--- config.mk ---
export PLATFORM = sky130hd
export DESIGN_NAME = mem_access_flat
export DESIGN_NICKNAME = d
export VERILOG_FILES = /design/src/rtl/cpu_mem_pkg.sv /design/src/rtl/mem_access_if.sv /design/src/rtl/mem_lane_align.sv /design/src/rtl/mem_access.sv /design/src/flat_wrapper.sv
export SDC_FILE = /design/constraint.sdc
export NUM_CORES = 1
export LEC_CHECK = 0
export CAP_MARGIN = 10
export CELL_PAD_IN_SITES_DETAIL_PLACEMENT = 0
export CELL_PAD_IN_SITES_GLOBAL_PLACEMENT = 2
export CORE_MARGIN = 2
export CORE_UTILIZATION = 25
export CTS_BUF_LIST = sky130_fd_sc_hd__clkbuf_4
export DETAILED_ROUTE_END_ITERATION = 16
export GPL_TIMING_DRIVEN = 0
export HOLD_SLACK_MARGIN = 0.03
export PLACE_DENSITY = 0.92
export SYNTH_ARGS = -nofsm -noshare
export SYNTH_HDL_FRONTEND = slang
export SYNTH_SLANG_ARGS = --single-unit
--- constraint.sdc ---
create_clock -name clk -period 3.07 [get_ports clk]
set_clock_uncertainty 0.1 [all_clocks]
set_input_delay 0.7675 -clock clk [delete_from_list [all_inputs] [get_ports clk]]
set_output_delay 0.7675 -clock clk [all_outputs]
set_load 0.1 [all_outputs]
--- src/rtl/cpu_mem_pkg.sv ---
// Shared definitions for the memory-access stage: memop codes, FSM states,
// wait budget default and big-endian byte-lane constants.
package cpu_mem_pkg;

  typedef enum logic [3:0] {
    MEMOP_NONE = 4'd0,
    MEMOP_LB   = 4'd1,
    MEMOP_LBU  = 4'd2,
    MEMOP_LH   = 4'd3,
    MEMOP_LHU  = 4'd4,
    MEMOP_LW   = 4'd5,
    MEMOP_SB   = 4'd6,
    MEMOP_SH   = 4'd7,
    MEMOP_SW   = 4'd8,
    MEMOP_LL   = 4'd9,
    MEMOP_SC   = 4'd10
  } memop_e;

  typedef enum logic [0:0] {
    ST_IDLE   = 1'b0,
    ST_ACCESS = 1'b1
  } mem_state_e;

  localparam int MAX_WAIT_DFLT = 15;

  // Lane 0 (lowest address) is bits 31:24.
  localparam logic [3:0] BE_BYTE_MSB = 4'b1000;
  localparam logic [3:0] BE_HALF_HI  = 4'b1100;
  localparam logic [3:0] BE_HALF_LO  = 4'b0011;
  localparam logic [3:0] BE_WORD     = 4'b1111;

  function automatic logic memop_is_load(input logic [3:0] op);
    return op inside {MEMOP_LB, MEMOP_LBU, MEMOP_LH, MEMOP_LHU, MEMOP_LW, MEMOP_LL};
  endfunction

  function automatic logic memop_is_store(input logic [3:0] op);
    return op inside {MEMOP_SB, MEMOP_SH, MEMOP_SW, MEMOP_SC};
  endfunction

endpackage

--- src/rtl/mem_access_if.sv ---
// Data-bus handshake between the memory-access stage (master) and memory (slave).
interface mem_access_if;
  logic        req;
  logic        we;
  logic [31:0] addr;
  logic [3:0]  be;
  logic [31:0] wdata;
  logic        ack;
  logic [31:0] rdata;

  modport master (output req, we, addr, be, wdata, input ack, rdata);
  modport slave  (input req, we, addr, be, wdata, output ack, rdata);
endinterface

--- src/rtl/mem_lane_align.sv ---
// Combinational big-endian lane mapping: byte enables, replicated store data,
// extended load result and misalignment flag for one memop/address.
module mem_lane_align
  import cpu_mem_pkg::*;
(
  input  logic [3:0]  op,
  input  logic [1:0]  addr,
  input  logic [31:0] st,
  input  logic [31:0] rdata,
  output logic [3:0]  be,
  output logic [31:0] wdata,
  output logic [31:0] ldata,
  output logic        misaligned
);

  logic [31:0] byte_sh;
  logic [31:0] half_sh;

  // Shift the addressed lane up to the top of the word.
  assign byte_sh = rdata << {addr, 3'b000};
  assign half_sh = rdata << {addr[1], 4'b0000};

  always_comb begin
    be         = 4'b0000;
    wdata      = 32'h0;
    ldata      = 32'h0;
    misaligned = 1'b0;
    case (op)
      MEMOP_LB, MEMOP_LBU, MEMOP_SB: begin
        be    = BE_BYTE_MSB >> addr;
        wdata = {4{st[7:0]}};
        ldata = (op == MEMOP_LB) ? {{24{byte_sh[31]}}, byte_sh[31:24]}
                                 : {24'h0, byte_sh[31:24]};
      end
      MEMOP_LH, MEMOP_LHU, MEMOP_SH: begin
        misaligned = addr[0];
        be         = addr[1] ? BE_HALF_LO : BE_HALF_HI;
        wdata      = {2{st[15:0]}};
        ldata      = (op == MEMOP_LH) ? {{16{half_sh[31]}}, half_sh[31:16]}
                                      : {16'h0, half_sh[31:16]};
      end
      MEMOP_LW, MEMOP_SW, MEMOP_LL, MEMOP_SC: begin
        misaligned = |addr;
        be         = BE_WORD;
        wdata      = st;
        ldata      = rdata;
      end
      default: ;
    endcase
  end

endmodule

--- src/rtl/mem_access.sv ---
// Memory-access pipeline stage: stage register, bus access with wait/timeout,
// registered writeback and HI/LO forwarding. Optional LL/SC via MEM_LLSC_EN.
//
// state     | meaning
// ST_IDLE   | no request past its first cycle (first request cycle issues from M)
// ST_ACCESS | request outstanding for at least one cycle without ack
module mem_access
  import cpu_mem_pkg::*;
#(
  parameter int MAX_WAIT = MAX_WAIT_DFLT
)(
  input  logic        clk,
  input  logic        rst,
  input  logic        ex_valid_i,
  input  logic [4:0]  ex_wd_i,
  input  logic        ex_wreg_i,
  input  logic [31:0] ex_wdata_i,
  input  logic        ex_whilo_i,
  input  logic [31:0] ex_hi_i,
  input  logic [31:0] ex_lo_i,
  input  logic [3:0]  ex_memop_i,
  input  logic [31:0] ex_maddr_i,
  input  logic [31:0] ex_mstore_i,
`ifdef MEM_LLSC_EN
  input  logic        llbit_clr_i,
`endif
  output logic        stall_o,
  mem_access_if.master bus,
  output logic        wb_wreg_o,
  output logic [4:0]  wb_wd_o,
  output logic [31:0] wb_wdata_o,
  output logic        wb_whilo_o,
  output logic [31:0] wb_hi_o,
  output logic [31:0] wb_lo_o,
  output logic        mem_whilo_o,
  output logic [31:0] mem_hi_o,
  output logic [31:0] mem_lo_o,
  output logic        align_err_o,
  output logic        bus_err_o
);

  logic        m_v, m_wreg, m_whilo;
  logic [4:0]  m_wd;
  logic [31:0] m_wdata, m_hi, m_lo, m_maddr, m_mstore;
  logic [3:0]  m_op;

  mem_state_e  state_q, state_d;
  logic [7:0]  wait_cnt;
  logic        timeout, stall, retire, need_access, sc_fail, acked, timed_out;
  logic [3:0]  la_be;
  logic [31:0] la_wdata, la_ldata, wb_data_d;
  logic        la_misalign;

  mem_lane_align u_align (
    .op         (m_op),
    .addr       (m_maddr[1:0]),
    .st         (m_mstore),
    .rdata      (bus.rdata),
    .be         (la_be),
    .wdata      (la_wdata),
    .ldata      (la_ldata),
    .misaligned (la_misalign)
  );

`ifdef MEM_LLSC_EN
  logic llbit;
  assign sc_fail = (m_op == MEMOP_SC) && !llbit;

  always_ff @(posedge clk) begin
    if (rst)
      llbit <= 1'b0;
    else if (llbit_clr_i)
      llbit <= 1'b0;
    else if (retire && m_op == MEMOP_SC)
      llbit <= 1'b0;
    else if (retire && acked && m_op == MEMOP_LL)
      llbit <= 1'b1;
  end
`else
  assign sc_fail = 1'b0;
`endif

  assign need_access = m_v && (memop_is_load(m_op) || memop_is_store(m_op))
                       && !la_misalign && !sc_fail;
  assign acked       = need_access && bus.ack;
  assign timed_out   = timeout && !bus.ack;

  always_ff @(posedge clk) begin
    if (rst) begin
      m_v      <= 1'b0;
      m_wd     <= 5'd0;
      m_wreg   <= 1'b0;
      m_wdata  <= 32'h0;
      m_whilo  <= 1'b0;
      m_hi     <= 32'h0;
      m_lo     <= 32'h0;
      m_op     <= MEMOP_NONE;
      m_maddr  <= 32'h0;
      m_mstore <= 32'h0;
    end else if (!stall) begin
      m_v      <= ex_valid_i;
      m_wd     <= ex_wd_i;
      m_wreg   <= ex_wreg_i;
      m_wdata  <= ex_wdata_i;
      m_whilo  <= ex_whilo_i;
      m_hi     <= ex_hi_i;
      m_lo     <= ex_lo_i;
      m_op     <= ex_memop_i;
      m_maddr  <= ex_maddr_i;
      m_mstore <= ex_mstore_i;
    end
  end

  always_ff @(posedge clk) begin
    if (rst) begin
      state_q  <= ST_IDLE;
      wait_cnt <= 8'd0;
    end else begin
      state_q  <= state_d;
      wait_cnt <= stall ? wait_cnt + 8'd1 : 8'd0;
    end
  end

  always_comb begin
    state_d = state_q;
    timeout = need_access && (wait_cnt == 8'(MAX_WAIT));
    stall   = need_access && !bus.ack && !timeout;
    retire  = m_v && !stall;
    case (state_q)
      ST_IDLE:   if (stall)  state_d = ST_ACCESS;
      ST_ACCESS: if (!stall) state_d = ST_IDLE;
      default:               state_d = ST_IDLE;
    endcase
  end

  always_comb begin
    wb_data_d = m_wdata;
    if (memop_is_load(m_op))
      wb_data_d = la_ldata;
    else if (m_op == MEMOP_SC)
      wb_data_d = {31'h0, ~sc_fail};
  end

  always_ff @(posedge clk) begin
    if (rst) begin
      wb_wreg_o   <= 1'b0;
      wb_wd_o     <= 5'd0;
      wb_wdata_o  <= 32'h0;
      wb_whilo_o  <= 1'b0;
      wb_hi_o     <= 32'h0;
      wb_lo_o     <= 32'h0;
      align_err_o <= 1'b0;
      bus_err_o   <= 1'b0;
    end else begin
      wb_wreg_o   <= retire && m_wreg && !la_misalign && !timed_out;
      wb_whilo_o  <= retire && m_whilo;
      align_err_o <= retire && la_misalign;
      bus_err_o   <= retire && timed_out;
      if (retire) begin
        wb_wd_o    <= m_wd;
        wb_wdata_o <= wb_data_d;
        wb_hi_o    <= m_hi;
        wb_lo_o    <= m_lo;
      end
    end
  end

  assign stall_o     = stall;
  assign bus.req     = need_access;
  assign bus.we      = need_access && memop_is_store(m_op);
  assign bus.addr    = need_access ? {m_maddr[31:2], 2'b00} : 32'h0;
  assign bus.be      = need_access ? la_be : 4'b0000;
  assign bus.wdata   = need_access ? la_wdata : 32'h0;

  assign mem_whilo_o = m_v && m_whilo;
  assign mem_hi_o    = m_v ? m_hi : 32'h0;
  assign mem_lo_o    = m_v ? m_lo : 32'h0;

endmodule

--- src/flat_wrapper.sv ---
// flat-port wrapper written by rule: the top's interface ports become plain ports
module mem_access_flat import cpu_mem_pkg::*;
#(
  parameter int MAX_WAIT = MAX_WAIT_DFLT
)
  (clk, rst, ex_valid_i, ex_wd_i, ex_wreg_i, ex_wdata_i, ex_whilo_i, ex_hi_i, ex_lo_i, ex_memop_i, ex_maddr_i, ex_mstore_i, stall_o, wb_wreg_o, wb_wd_o, wb_wdata_o, wb_whilo_o, wb_hi_o, wb_lo_o, mem_whilo_o, mem_hi_o, mem_lo_o, align_err_o, bus_err_o, bus_req, bus_we, bus_addr, bus_be, bus_wdata, bus_ack, bus_rdata);
  mem_access_if bus_i ();
  input  logic clk;
  input  logic rst;
  input  logic ex_valid_i;
  input  logic [4:0] ex_wd_i;
  input  logic ex_wreg_i;
  input  logic [31:0] ex_wdata_i;
  input  logic ex_whilo_i;
  input  logic [31:0] ex_hi_i;
  input  logic [31:0] ex_lo_i;
  input  logic [3:0] ex_memop_i;
  input  logic [31:0] ex_maddr_i;
  input  logic [31:0] ex_mstore_i;
  output logic stall_o;
  output logic wb_wreg_o;
  output logic [4:0] wb_wd_o;
  output logic [31:0] wb_wdata_o;
  output logic wb_whilo_o;
  output logic [31:0] wb_hi_o;
  output logic [31:0] wb_lo_o;
  output logic mem_whilo_o;
  output logic [31:0] mem_hi_o;
  output logic [31:0] mem_lo_o;
  output logic align_err_o;
  output logic bus_err_o;
  output wire logic [$bits(bus_i.req)-1:0] bus_req;
  output wire logic [$bits(bus_i.we)-1:0] bus_we;
  output wire logic [$bits(bus_i.addr)-1:0] bus_addr;
  output wire logic [$bits(bus_i.be)-1:0] bus_be;
  output wire logic [$bits(bus_i.wdata)-1:0] bus_wdata;
  input wire logic [$bits(bus_i.ack)-1:0] bus_ack;
  input wire logic [$bits(bus_i.rdata)-1:0] bus_rdata;
  assign bus_req = bus_i.req;
  assign bus_we = bus_i.we;
  assign bus_addr = bus_i.addr;
  assign bus_be = bus_i.be;
  assign bus_wdata = bus_i.wdata;
  assign bus_i.ack = bus_ack;
  assign bus_i.rdata = bus_rdata;
  mem_access #(.MAX_WAIT(MAX_WAIT)) u_core (.clk(clk), .rst(rst), .ex_valid_i(ex_valid_i), .ex_wd_i(ex_wd_i), .ex_wreg_i(ex_wreg_i), .ex_wdata_i(ex_wdata_i), .ex_whilo_i(ex_whilo_i), .ex_hi_i(ex_hi_i), .ex_lo_i(ex_lo_i), .ex_memop_i(ex_memop_i), .ex_maddr_i(ex_maddr_i), .ex_mstore_i(ex_mstore_i), .stall_o(stall_o), .bus(bus_i), .wb_wreg_o(wb_wreg_o), .wb_wd_o(wb_wd_o), .wb_wdata_o(wb_wdata_o), .wb_whilo_o(wb_whilo_o), .wb_hi_o(wb_hi_o), .wb_lo_o(wb_lo_o), .mem_whilo_o(mem_whilo_o), .mem_hi_o(mem_hi_o), .mem_lo_o(mem_lo_o), .align_err_o(align_err_o), .bus_err_o(bus_err_o));
endmodule
# Word-level counts from Yosys, hierarchy flattened

Cells that the tools add are included.

Bits in registers: 285
Input port bits: 207
Output and inout port bits: 241

Add/sub/neg operators: 1
Equality and inequality tests: 11
Shift operators: 3
Muxes and demuxes: 14
Bitwise logic cells: 1
Reductions and logical operators: 28

Operators with widths:

| kind                | number |
|---|---|
| $mux 32             | 8 |
| $pmux 32 s3         | 2 |
| $shl 32x5->32       | 2 |
| $eq 4x3->1 const B  | 4 |
| $logic_and 1x1->1   | 15 |
| $eq 4x4->1 const B  | 3 |
| $pmux 4 s3          | 1 |
| $add 8x1->8 const B | 1 |
| $eq 4x2->1 const B  | 2 |
| $eq 8x4->1 const B  | 1 |
| $mux 4              | 2 |
| $reduce_bool 6->1   | 1 |
| $reduce_or 3->1     | 2 |
| $logic_not 1->1     | 5 |
| $eq 4x1->1 const B  | 1 |
| $reduce_bool 4->1   | 1 |
| $reduce_or 2->1     | 2 |
| $reduce_or 4->1     | 1 |
| $shr 4x2->4 const A | 1 |
| $pmux 1 s2          | 1 |
| $logic_or 1x1->1    | 1 |
| $not 1->1           | 1 |

# Depth between registers and ports, before layout

Word-level depth: 13
Gate-level depth with buffers: 12

# By module

From an unflattened synthesis, not the netlist that was laid out.

Cells, all modules: 1686
Area, all modules: 14029.7 sq um

By module, submodules not included:

| module         | instances | cells each | area each (sq um) |
|---|---|---|---|
| mem_access     | 1         | 1513       | 12817.3 |
| mem_lane_align | 1         | 173        | 1212.4 |

# Least setup slack after synthesis

OpenSTA, ideal clock, no wires.

Kind: register to output
From: reg u_core.m_op[2]
To: out bus_be[2]
Arrival time: 3.680 ns
Slack: -1.478 ns
Stages on the path, launching flop included: 9
Path buffers: 3
Cell sequence: dfxtp_1 buf_2 or3b_2 a21oi_1 buf_4 or2_2 buf_2 mux2i_1 nor3_1

Word-level cells in the longest chain between the ends: 6

Ends and longest elaborated chain:

| item                                                 | line                                    | RTL |
|---|---|---|
| start, declared                                      | mem_access.sv:45                        | `logic [3:0] m_op;` |
| start signal, assigned                               | mem_access.sv:108                       | `m_op <= ex_memop_i;` |
| $eq 4x4->1 (tied with other cells)                   | cpu_mem_pkg.sv:37, mem_lane_align.sv:28 |  |
| $reduce_or 4->1 (tied with other cells)              | mem_lane_align.sv:28                    | `case (op)` |
| $pmux 1 s2 or $logic_or 1x1->1 (tied branches)       | mem_lane_align.sv:28, mem_access.sv:83  |  |
| $logic_not 1->1 or $logic_and 1x1->1 (tied branches) | mem_access.sv:84, mem_access.sv:83      |  |
| $logic_and 1x1->1                                    | mem_access.sv:84                        | `&& !la_misalign && !sc_fail;` |
| $mux 4 *                                             | mem_access.sv:172                       | `assign bus.be = need_access ? la_be : 4'b0000;` |
| end, declared                                        | flat_wrapper.sv:35                      | `output wire logic [$bits(bus_i.be)-1:0] bus_be;` |

Every way passes the cells marked *; elsewhere a longest branch is shown, timed or not.

# Worst setup path after layout

From: reg u_core.m_op[2]
To: out bus_wdata[25]

Word-level cells in the longest chain between the ends: 6

Ends and longest elaborated chain:

| item                                                 | line                                    | RTL |
|---|---|---|
| $eq 4x4->1 (tied with other cells)                   | cpu_mem_pkg.sv:37, mem_lane_align.sv:28 |  |
| $reduce_or 4->1 (tied with other cells)              | mem_lane_align.sv:28                    |  |
| $pmux 1 s2 or $logic_or 1x1->1 (tied branches)       | mem_lane_align.sv:28, mem_access.sv:83  |  |
| $logic_not 1->1 or $logic_and 1x1->1 (tied branches) | mem_access.sv:84, mem_access.sv:83      |  |
| $logic_and 1x1->1                                    | mem_access.sv:84                        |  |
| $mux 32 *                                            | mem_access.sv:173                       | `assign bus.wdata = need_access ? la_wdata : 32'h0;` |
| end, declared                                        | flat_wrapper.sv:36                      | `output wire logic [$bits(bus_i.wdata)-1:0] bus_wdata;` |

Marks and branches as above.

==> impl_metrics.env <==
export IMPL_drt_pass1_iter_count=7
export IMPL_ant_nets=0
export IMPL_worstSetupPathType="reg -> out"
export IMPL_setup_violations=69
export IMPL_critPathBufInv=4
export IMPL_routed_via_density=4.83
export IMPL_slew_violations=0
export IMPL_drive_gt1_share_pct=22.2
export IMPL_netlist_instances=1579
export IMPL_status="complete, but fails checks"
export IMPL_synth_ff_type="dfxtp_1"
export IMPL_path_delay_family="buffers and inverters"
export IMPL_r2r_slack_ns=0.18
export IMPL_yosys_warnings=0
export IMPL_synthTopCellsByArea="dfxtp_1, a21oi_1, nand2_1, and2_1, nand3_1"
export IMPL_cts_made_buffers=85
export IMPL_fp_coreArea_um2=49100
export IMPL_grt_pass1_vias=14047
export IMPL_cts_sinks=285
export IMPL_p_per_area_nw_per_um2=515
export IMPL_max_stage_delay_ns=0.36
export IMPL_finalCriticalPeriod_ns=3.56
export IMPL_clk_pin_slew_ns=0.06
export IMPL_dieArea_um2=51500
export IMPL_overflow=0
export IMPL_ys_ff_latch=285
export IMPL_vias=13861
export IMPL_die_x_um=227
export IMPL_root_buffer="clkbuf_4"
export IMPL_die_height_um=227
export IMPL_synth_top_area_cell="dfxtp_1"
export IMPL_max_cap_violations=0
export IMPL_failed_checks="setup timing"
export IMPL_multi_input_area_um2=6370
export IMPL_seq_area_um2=5710
export IMPL_max_slew_margin_pct=18.6
export IMPL_fill_cells=5056
export IMPL_rows=81
export IMPL_critical_path_slowest_cell="a221o_1"
export IMPL_antenna_found_initial=7
export IMPL_io_buffers=444
export IMPL_final_period_utilization_pct=116
export IMPL_ys_seq_area_share_pct=45.9
export IMPL_track_usage_pct=22.1
export IMPL_nets=2346
export IMPL_syn_mean_instance_area_um2=7.87
export IMPL_place_ws_ns=-1.51
export IMPL_drc=0
export IMPL_power_total_mw=10.4
export IMPL_path_cells="buf_6 > a21o_1 > a221o_1 > nand2b_4 > clkbuf_16 > clkbuf_16 > nor2_4 > buf_12"
export IMPL_wire_per_inst_um=20.4
export IMPL_cp_data_required_time_ns=2.20
export IMPL_async_flop_share_pct=0
export IMPL_final_hold_violation_count=0
export IMPL_hp_class="reg -> reg"
export IMPL_fmax_mhz=281
export IMPL_cp_max_fo=7
export IMPL_drt_total_wl_um=58500
export IMPL_cts_buffer_depth=3
export IMPL_cpMostUsedCell="clkbuf_16"
export IMPL_ios=448
export IMPL_rsz0062_at_grt="yes"
export IMPL_grt_max_degree=20
export IMPL_yosysTopAreaCellShare_pct=45.9
export IMPL_grt_pass1_wl_um=85400
export IMPL_ys_types=55
export IMPL_start_util_pct=25.3
export IMPL_dp_hpwl_um=42700
export IMPL_cp_arrival_ns=2.69
export IMPL_syn2layout_area_growth_pct=62.7
export IMPL_synth_edf_count=0
export IMPL_hold_buffers=0
export IMPL_setup_slack_ns=-0.485
export IMPL_p_leak_nw=8.37
export IMPL_worst_setup_path_start_kind="register"
export IMPL_worstSkewPairLatency_ns=0.82
export IMPL_peakVddDrop_uv=248
export IMPL_end_kind="output port"
export IMPL_cts_htree_levels=3
export IMPL_tightestPinTransition_ns=1.22
export IMPL_syn_cell_area_um2=12400
export IMPL_drt_iter0_drc=917
export IMPL_gp_congestion=0.881
export IMPL_tritoncts="yes"
layout make-up:
cell class	count	share of cell area [%]
multi-input cells	1134	31.5
repair buffers	475	25.7
flip-flops and latches	285	28.3
clock buffers	124	4.60
well taps	664	4.11
diodes	3	0.0371
plain buffers	151	4.91
inverters	6	0.173
clock inverters	27	0.650
worst min-delay path, delay by kind of cell (launching register included):
family / cells / cell delay (ns)
simple gates: 1 / 0.05
compound gates: 1 / 0.05
flops: 1 / 0.30
synthesized netlist by cell type (all sizes together) (9+ instances only):
| library cell | count |
|---|---|
| nor3 | 11 |
| clkbuf | 89 |
| buf | 67 |
| nand3 | 92 |
| a21oi | 289 |
| and2 | 104 |
| nand2 | 379 |
| o21ai | 72 |
| a22oi | 17 |
| dfxtp | 285 |
| nor2 | 34 |
| a221o | 9 |
| o221a | 16 |
| a221oi | 10 |
| nand2b | 11 |
| a211oi | 15 |
metrics by stage:
stage	hold WS [ns]	cell area [um^2]	std cells	setup TNS [ns]	utilization (%)
global route	0.353	20200	2867	-35.81	41.2
global placement	0.334	17800	2688	-148.81	36.2
floorplan	0.320	12500	1580	-18.66	-
CTS	0.301	20100	2862	-38.22	40.9
finish	0.348	20200	2869	-28.24	41.2
detailed placement	0.338	17800	2688	-155.63	36.2
worst paths after layout:
check                         start                end  depth (start not counted)
hold / removal    u_core.m_wdata[0]  u_core.m_wdata[0]                          2
hold reg to reg   u_core.m_wdata[0]  u_core.m_wdata[0]                          2
setup / recovery     u_core.m_op[2]      bus_wdata[25]                          8
setup reg to reg     u_core.m_op[3]  u_core.m_maddr[4]                         12
cell usage in the layout (no fill, tap or decap), types with 4 or more instances in the layout:
cell type,synthesis,layout
a211oi_1,15,15
a21oi_1,288,283
a21oi_4,0,5
a221o_1,9,9
a221oi_1,9,9
a222oi_1,8,8
a22oi_1,17,12
a22oi_2,0,5
a32o_1,7,7
and2_1,104,65
and2_4,0,39
and3_1,5,5
buf_1,8,7
buf_12,0,69
buf_2,34,22
buf_4,12,83
buf_6,13,39
buf_8,0,7
clkbuf_1,89,69
clkbuf_16,0,6
clkbuf_2,0,7
clkbuf_4,0,127
clkdlybuf4s50_1,0,205
clkinv_1,1,21
dfxtp_1,285,280
dfxtp_2,0,4
dlygate4sd2_1,0,103
mux4_2,8,8
nand2_1,379,378
nand2b_1,11,8
nand3_1,92,91
nand3b_1,4,4
nor2_1,34,8
nor2_4,0,25
nor3_1,11,9
o21ai_0,71,71
o221a_1,11,11
o221a_2,5,5
xor2_1,5,5
metal layers:
metal	track usage [%]	routed length, um	part of all wire, %	vias to the layer above
met2	37.3	27900	48	567
li1	-	-	-	6614
met4	7.61	1330	2.3	8
met3	7.38	5550	9.5	109
met1	26.3	23600	40	6563
met5	0	57	0.097	-
report_power, final:
| group | leakage, nW | switching [mW] | total, mW | internal (mW) |
|---|---|---|---|---|
| sequential | 2.35 | 0.161 | 4.08 | 3.92 |
| clock | 0.640 | 1.76 | 3.69 | 1.93 |
| combinational | 5.38 | 1.77 | 2.65 | 0.881 |
| total | 8.37 | 3.69 | 10.4 | 6.73 |
state kept, by name (all words and copies together) (netlist names), 32 cells and up:
signal             count
u_core.wb_lo_o        32
u_core.m_hi           32
u_core.m_maddr        32
u_core.m_lo           32
u_core.m_wdata        32
u_core.wb_wdata_o     32
u_core.wb_hi_o        32
u_core.m_mstore       32
cell families (layout without fill, tap and decap cells):
kind of cell               count (synthesis)  after routing  share of synthesized area, %
other                                      1              5                        0.0302
AOI/OAI and AO/OA                        459            459                          21.7
DFF                                      285            285                          45.9
and+or+nand+nor                          653            654                          23.7
buffers and inverters                    162            783                          6.38
adders and majority gates                  1              1                         0.101
xor gates and xnor gates                   7              7                         0.493
muxes                                     11             11                          1.70
timing repair:
item	4_1_cts	5_1_grt
gates cloned	8	0
gates resized for setup	1301	48
pin swaps	47	14
setup endpoints to repair	240	79
buffers inserted	19	7
Power figures use the tool's default switching activity.
